`src/rtl/core_pkg.sv`:
```
// Shared core parameters plus the operand-fetch slot type and a write-hit helper.
package core_pkg;

  localparam int unsigned DATA_W = 16;
  localparam int unsigned NREG   = 32;
  localparam int unsigned IDX_W  = 5;
  localparam int unsigned OP_W   = 6;

  // Instruction fields held in the operand-fetch slot.
  typedef struct packed {
    logic [OP_W-1:0]  op;
    logic [IDX_W-1:0] rd;
    logic             rd_we;
    logic             use_a;
    logic             use_b;
  } slot_t;

  // True when an enabled write targets idx.
  function automatic logic idx_hit(input logic en, input logic [IDX_W-1:0] widx,
                                   input logic [IDX_W-1:0] idx);
    return en && (widx == idx);
  endfunction

endpackage

```
`src/rtl/scoreboard.sv`:
```
// Outstanding-write scoreboard: one bit per register, two clear ports and one set port.
// A set and a clear of the same index in the same cycle leave the bit set.
module scoreboard
  import core_pkg::*;
(
  input  logic             clk,
  input  logic             reset,
  input  logic             set_en,
  input  logic [IDX_W-1:0] set_idx,
  input  logic             clr_wb_en,
  input  logic [IDX_W-1:0] clr_wb_idx,
  input  logic             clr_fl_en,
  input  logic [IDX_W-1:0] clr_fl_idx,
  output logic [NREG-1:0]  pending
);

  logic [NREG-1:0] pending_q, pending_d;

  // Next state: apply clears first so the set is the last word.
  always_comb begin
    pending_d = pending_q;
    if (clr_wb_en) pending_d[clr_wb_idx] = 1'b0;
    if (clr_fl_en) pending_d[clr_fl_idx] = 1'b0;
    if (set_en)    pending_d[set_idx]    = 1'b1;
  end

  // Scoreboard state register.
  always_ff @(posedge clk or posedge reset) begin
    if (reset) begin
      pending_q <= '0;
    end else begin
      pending_q <= pending_d;
    end
  end

  assign pending = pending_q;

endmodule

```
`src/rtl/operand_fetch.sv`:
```
// Operand fetch stage: hazard check against the scoreboard, register-file read issue,
// one holding slot towards execute.
// Build option: OPERAND_FETCH_BYPASS_EN enables same-cycle writeback bypass, which
// clears the RAW hazard in the writeback cycle and forwards the written data.
module operand_fetch
  import core_pkg::*;
(
  input  logic              clk,
  input  logic              reset,
  input  logic              in_valid,
  output logic              in_ready,
  input  logic [OP_W-1:0]   in_op,
  input  logic [IDX_W-1:0]  in_rs_a,
  input  logic [IDX_W-1:0]  in_rs_b,
  input  logic              in_use_a,
  input  logic              in_use_b,
  input  logic [IDX_W-1:0]  in_rd,
  input  logic              in_rd_we,
  output logic              rf_r_en_a,
  output logic              rf_r_en_b,
  output logic [IDX_W-1:0]  rf_r_idx_a,
  output logic [IDX_W-1:0]  rf_r_idx_b,
  input  logic [DATA_W-1:0] rf_r_data_a,
  input  logic [DATA_W-1:0] rf_r_data_b,
  input  logic              wb_en,
  input  logic [IDX_W-1:0]  wb_idx,
  input  logic [DATA_W-1:0] wb_data,
  input  logic              flush,
  output logic              out_valid,
  input  logic              out_ready,
  output logic [OP_W-1:0]   out_op,
  output logic [IDX_W-1:0]  out_rd,
  output logic              out_rd_we,
  output logic [DATA_W-1:0] out_a,
  output logic [DATA_W-1:0] out_b,
  output logic [NREG-1:0]   pending
);

  logic  pend_a, pend_b;
  logic  hz_a, hz_b, hz_d;
  logic  accept;
  logic  s1_valid_q, s1_valid_d;
  slot_t s1_q;

`ifdef OPERAND_FETCH_BYPASS_EN
  logic              fwd_a_q, fwd_b_q;
  logic [DATA_W-1:0] fwd_a_data_q, fwd_b_data_q;
`else
  // wb_data only feeds the forward path, which this build does not have.
  logic unused_wb_data;
  assign unused_wb_data = ^wb_data;
`endif

  // Hazard detection, handshake and register-file read issue.
  always_comb begin
`ifdef OPERAND_FETCH_BYPASS_EN
    pend_a = pending[in_rs_a] & ~idx_hit(wb_en, wb_idx, in_rs_a);
    pend_b = pending[in_rs_b] & ~idx_hit(wb_en, wb_idx, in_rs_b);
`else
    pend_a = pending[in_rs_a];
    pend_b = pending[in_rs_b];
`endif
    hz_a      = in_use_a & pend_a;
    hz_b      = in_use_b & pend_b;
    // A retiring write to the same rd frees the slot in the scoreboard this cycle.
    hz_d      = in_rd_we & pending[in_rd] & ~idx_hit(wb_en, wb_idx, in_rd);
    in_ready  = (~s1_valid_q | out_ready) & ~hz_a & ~hz_b & ~hz_d & ~flush;
    accept    = in_valid & in_ready;
    rf_r_en_a = accept & in_use_a;
    rf_r_en_b = accept & in_use_b;
  end

  assign rf_r_idx_a = in_rs_a;
  assign rf_r_idx_b = in_rs_b;

  // Slot occupancy: flush beats accept, accept beats drain.
  always_comb begin
    s1_valid_d = s1_valid_q;
    if (flush) begin
      s1_valid_d = 1'b0;
    end else if (accept) begin
      s1_valid_d = 1'b1;
    end else if (out_ready) begin
      s1_valid_d = 1'b0;
    end
  end

  // Slot register: capture decoded fields on accept.
  always_ff @(posedge clk or posedge reset) begin
    if (reset) begin
      s1_valid_q <= 1'b0;
      s1_q       <= '0;
    end else begin
      s1_valid_q <= s1_valid_d;
      if (accept) begin
        s1_q.op    <= in_op;
        s1_q.rd    <= in_rd;
        s1_q.rd_we <= in_rd_we;
        s1_q.use_a <= in_use_a;
        s1_q.use_b <= in_use_b;
      end
    end
  end

`ifdef OPERAND_FETCH_BYPASS_EN
  // Forward capture: the register file returns the pre-write value on a same-edge
  // read/write, so the writeback data is latched here instead.
  always_ff @(posedge clk or posedge reset) begin
    if (reset) begin
      fwd_a_q      <= 1'b0;
      fwd_b_q      <= 1'b0;
      fwd_a_data_q <= '0;
      fwd_b_data_q <= '0;
    end else if (accept) begin
      fwd_a_q      <= idx_hit(wb_en, wb_idx, in_rs_a);
      fwd_b_q      <= idx_hit(wb_en, wb_idx, in_rs_b);
      fwd_a_data_q <= wb_data;
      fwd_b_data_q <= wb_data;
    end
  end
`endif

  // Operand select for the held instruction.
  always_comb begin
`ifdef OPERAND_FETCH_BYPASS_EN
    out_a = ~s1_q.use_a ? '0 : (fwd_a_q ? fwd_a_data_q : rf_r_data_a);
    out_b = ~s1_q.use_b ? '0 : (fwd_b_q ? fwd_b_data_q : rf_r_data_b);
`else
    out_a = s1_q.use_a ? rf_r_data_a : '0;
    out_b = s1_q.use_b ? rf_r_data_b : '0;
`endif
  end

  assign out_valid = s1_valid_q;
  assign out_op    = s1_q.op;
  assign out_rd    = s1_q.rd;
  assign out_rd_we = s1_q.rd_we;

  scoreboard u_scoreboard (
    .clk        (clk),
    .reset      (reset),
    .set_en     (accept & in_rd_we),
    .set_idx    (in_rd),
    .clr_wb_en  (wb_en),
    .clr_wb_idx (wb_idx),
    .clr_fl_en  (flush & s1_valid_q & s1_q.rd_we),
    .clr_fl_idx (s1_q.rd),
    .pending    (pending)
  );

endmodule

```
`config.mk`:
```
export PLATFORM = sky130hd
export DESIGN_NAME = operand_fetch
export DESIGN_NICKNAME = d
export VERILOG_FILES = /design/src/rtl/core_pkg.sv /design/src/rtl/scoreboard.sv /design/src/rtl/operand_fetch.sv
export SDC_FILE = /design/constraint.sdc
export NUM_CORES = 1
export LEC_CHECK = 0
export ABC_AREA = 1
export ABC_CLOCK_PERIOD_IN_PS = 2100
export BUFFER_PORTS_ARGS = -buffer_cell sky130_fd_sc_hd__buf_2
export CAP_MARGIN = 30
export CORE_MARGIN = 3
export CORE_UTILIZATION = 48
export CTS_CLUSTER_DIAMETER = 120
export DETAILED_ROUTE_END_ITERATION = 8
export GPL_ROUTABILITY_DRIVEN = 0
export PLACE_DENSITY = 0.91
export SYNTH_ARGS = -nofsm -noshare
export SYNTH_HDL_FRONTEND = slang
export SYNTH_SLANG_ARGS = --single-unit
```
`constraint.sdc`:
```
create_clock -name clk -period 2.1 [get_ports clk]
set_clock_uncertainty 0.1 [all_clocks]
set_input_delay 0.105 -clock clk [delete_from_list [all_inputs] [get_ports clk]]
set_output_delay 0.105 -clock clk [all_outputs]
set_load 0.005 [all_outputs]
```
==> qor.yml <==
global_routing:
  grt_antenna_before_repair: 0
  grtUsageTotal: 0.304
  use_met2: 0.467
  gr-total-overflow: 0
  grtUsageMet1: 0.421
  met3_usage: 0.0539
  grt_start_max_net_pins: 44
  busiest_layer: "met2"
  grt_pass1_wl_um: 21800
  grt_pass1_vias: 4565
finish:
  final_nets: 917
  mostFrequentLayoutCells: "259 x nand2_1, 154 x buf_2, 88 x nand3_1"
  final_common_cell: "nand2_1"
  area_growth_pct: 33.9
  drive_gt1_frac: 0.277
  register_area_um2: 1180
  n_antenna_cell: 0
  final_cells: 937
  multi_input_area_um2: 2130
  nFillCells: 723
logic_synthesis:
  ys_warn_count: 0
  synth-seq-cells: 47
  synth.top_cell.area_share: 0.302
  synth_area_per_cell_um2: 5.98
  synthSimpleGateAreaFrac: 0.435
  synth_compound_area_frac: 0.105
  synth_area_um2: 3900
  synth_area_leaders: "dfrtp_1 30%, nand2_1 25%, nand3_1 12%"
  ys_seq_area_frac: 0.302
  synthCells: 652
  synth.area.mux_share: 0
  synth_top_family_by_area: "simple AND/OR/NAND/NOR gates"
  synth_fa_ha_area_frac: 0
  synth_area_leader_cell: "dfrtp_1"
  synth_xor_area_frac: 0.00225
  synth.distinct_cells: 19
  synth_nets: 735
status:
  violations: "setup timing"
  status: "complete, but fails checks"
floorplan:
  die_w_um: 96.1
  die_y_um: 96.1
  rows: 32
  initial_utilization: 0.499
  core_region_area_um2: 7810
  io_pins: 173
  dieArea_um2: 9240
routing:
  drt-initial-drc-count: 888
  drc_errors: 0
  viasPerCell: 5.52
  firstDrtPassIters: 7
  antenna_left: 0
  wire_per_inst_um: 15.5
  wl_um: 14500
  num_vias: 5173
clock_tree:
  clock_sinks: 47
  path_clk_slew_ns: 0.08
  cts.path.max_buffers: 2
  numCtsBuffers: 5
  cts_tree: "done"
  cts_root_buffer: "clkbuf_8"
  htree_levels: 2
  clock_latency_ns: 0.30
setup_path:
  crit_arrival_ns: 1.99
  cp_data_required_time_ns: 1.89
  end_kind: "output port"
  path_class: "reg -> out"
  reg2reg_depth: 15
  cp_max_fo: 3
  cp-startpoint: "u_scoreboard.pending[19]"
  cp-start-kind: "register"
  reg2reg_from: "u_scoreboard.pending[19]"
sta:
  setup_viol: 40
  finalCritPeriodShare: 1.04
  hold_viol_final: 0
  slew-limit-headroom: 0.675
  finalSetupTns_ns: -1.33
  max_freq_ghz: 0.457
  worst_pin_slew_ns: 0.487
  setup_ws_ns: -0.0901
  finalCriticalPeriod_ns: 2.19
  drv_slew: 0
  rsz0062_at_grt: "true"
placement:
  dp.cells: 914
  dp_hpwl_um: 10600
  io_buffer_count: 156
pwr:
  powerDensity_nw_per_um2: 559
  p_leak_nw: 3.17
  vdd_drop_max_v: 0.000344
run:
  maxCapViolCount: 0
min_path:
  holdPathStages: 3
  holdCritStartpoint: "in_rd[3]"
  min_path_type: "in -> reg"
## critical path: stages, from the launching register on
cell,delay [ns]
dfrtp_1,0.44
nand2_1,0.10
nand2_1,0.05
nand2_1,0.05
nand2_1,0.05
nand2_1,0.05
nand2_1,0.06
nor2_1,0.10
nand2_1,0.10
a21oi_2,0.19
nand3_2,0.13
nor2_4,0.13
nand2_2,0.10
inv_2,0.06
buf_6,0.08
## cells in the mapped netlist, drive strengths merged
master and instances:
nand2 261, nand3 90, inv 88, dfrtp 47, nor2 43, buf 37
o221ai 28, nor3 19, o21ai 14, clkbuf 9, a21oi 6, o211ai 6
o22ai 3, xor2 1
## what timing repair did
action | CTS | global route
gates cloned | 0 | 1
hold buffers | 11 | 0
hold endpoints to repair | 26 | 0
pin swaps | 3 | 8
gates resized for setup | 6 | 9
setup endpoints to repair | 29 | 50
setup buffers | 3 | 0
## layer usage
metal / vias up / routed length [um]
met1: 2274 / 5550
met3: 71 / 1890
met4: 0 / 517
met5: - / 0
met2: 396 / 6530
li1: 2432 / -
## report_power, final
group,internal (mW),switching [mW]
Combinational,0.497,0.670
Sequential,1.02,0.120
Clock,0.301,0.304
Total,1.82,1.09
## cells by family (layout without fill, tap and decap cells)
logic type | count (synthesis) | in the layout
flip-flops | 47 | 47
AND/OR/NAND/NOR | 413 | 413
AO/OA/AOI/OAI | 57 | 57
XOR/XNOR | 1 | 1
buffers and inverters | 134 | 317
## registers in the layout (all words and copies together), names as in the netlist
signal / count
u_scoreboard.pending: 32
out_op: 6
out_rd: 5
s1_q: 2
out_rd_we: 1
out_valid: 1
## final cells by class
class,count,share of cell area
multi-input cells,471,0.408
clock buffers,8,0.0192
flip-flops and latches,47,0.225
well taps,102,0.0244
repair buffers,221,0.260
inverters,88,0.0633
## path summary, 6_finish.rpt
kind                                            end  slack [ns]
setup / recovery                          rf_r_en_b       -0.09
hold / removal                            out_rd[3]        0.02
setup reg to reg           u_scoreboard.pending[23]       -0.05
hold reg to reg                           out_op[4]        0.37
max in group asynchronous  u_scoreboard.pending[21]        1.10
min in group asynchronous                 out_op[1]        0.23
## through the flow
step,utilization,setup WS [ns],power (mW),hold WS [ns],cell area (um2)
final,0.669,-0.0901,2.92,0.0159,5220
after CTS,0.663,-0.0721,2.88,0.00608,5180
after global routing,0.669,-0.244,3.10,0.0394,5220
after floorplan,-,0.353,1.76,0.112,3900
after global placement,0.631,0.0237,2.22,0.0132,4930
after detailed placement,0.631,-0.0539,2.25,0.0149,4930
No activity file was read; power rests on OpenSTA's default activity.
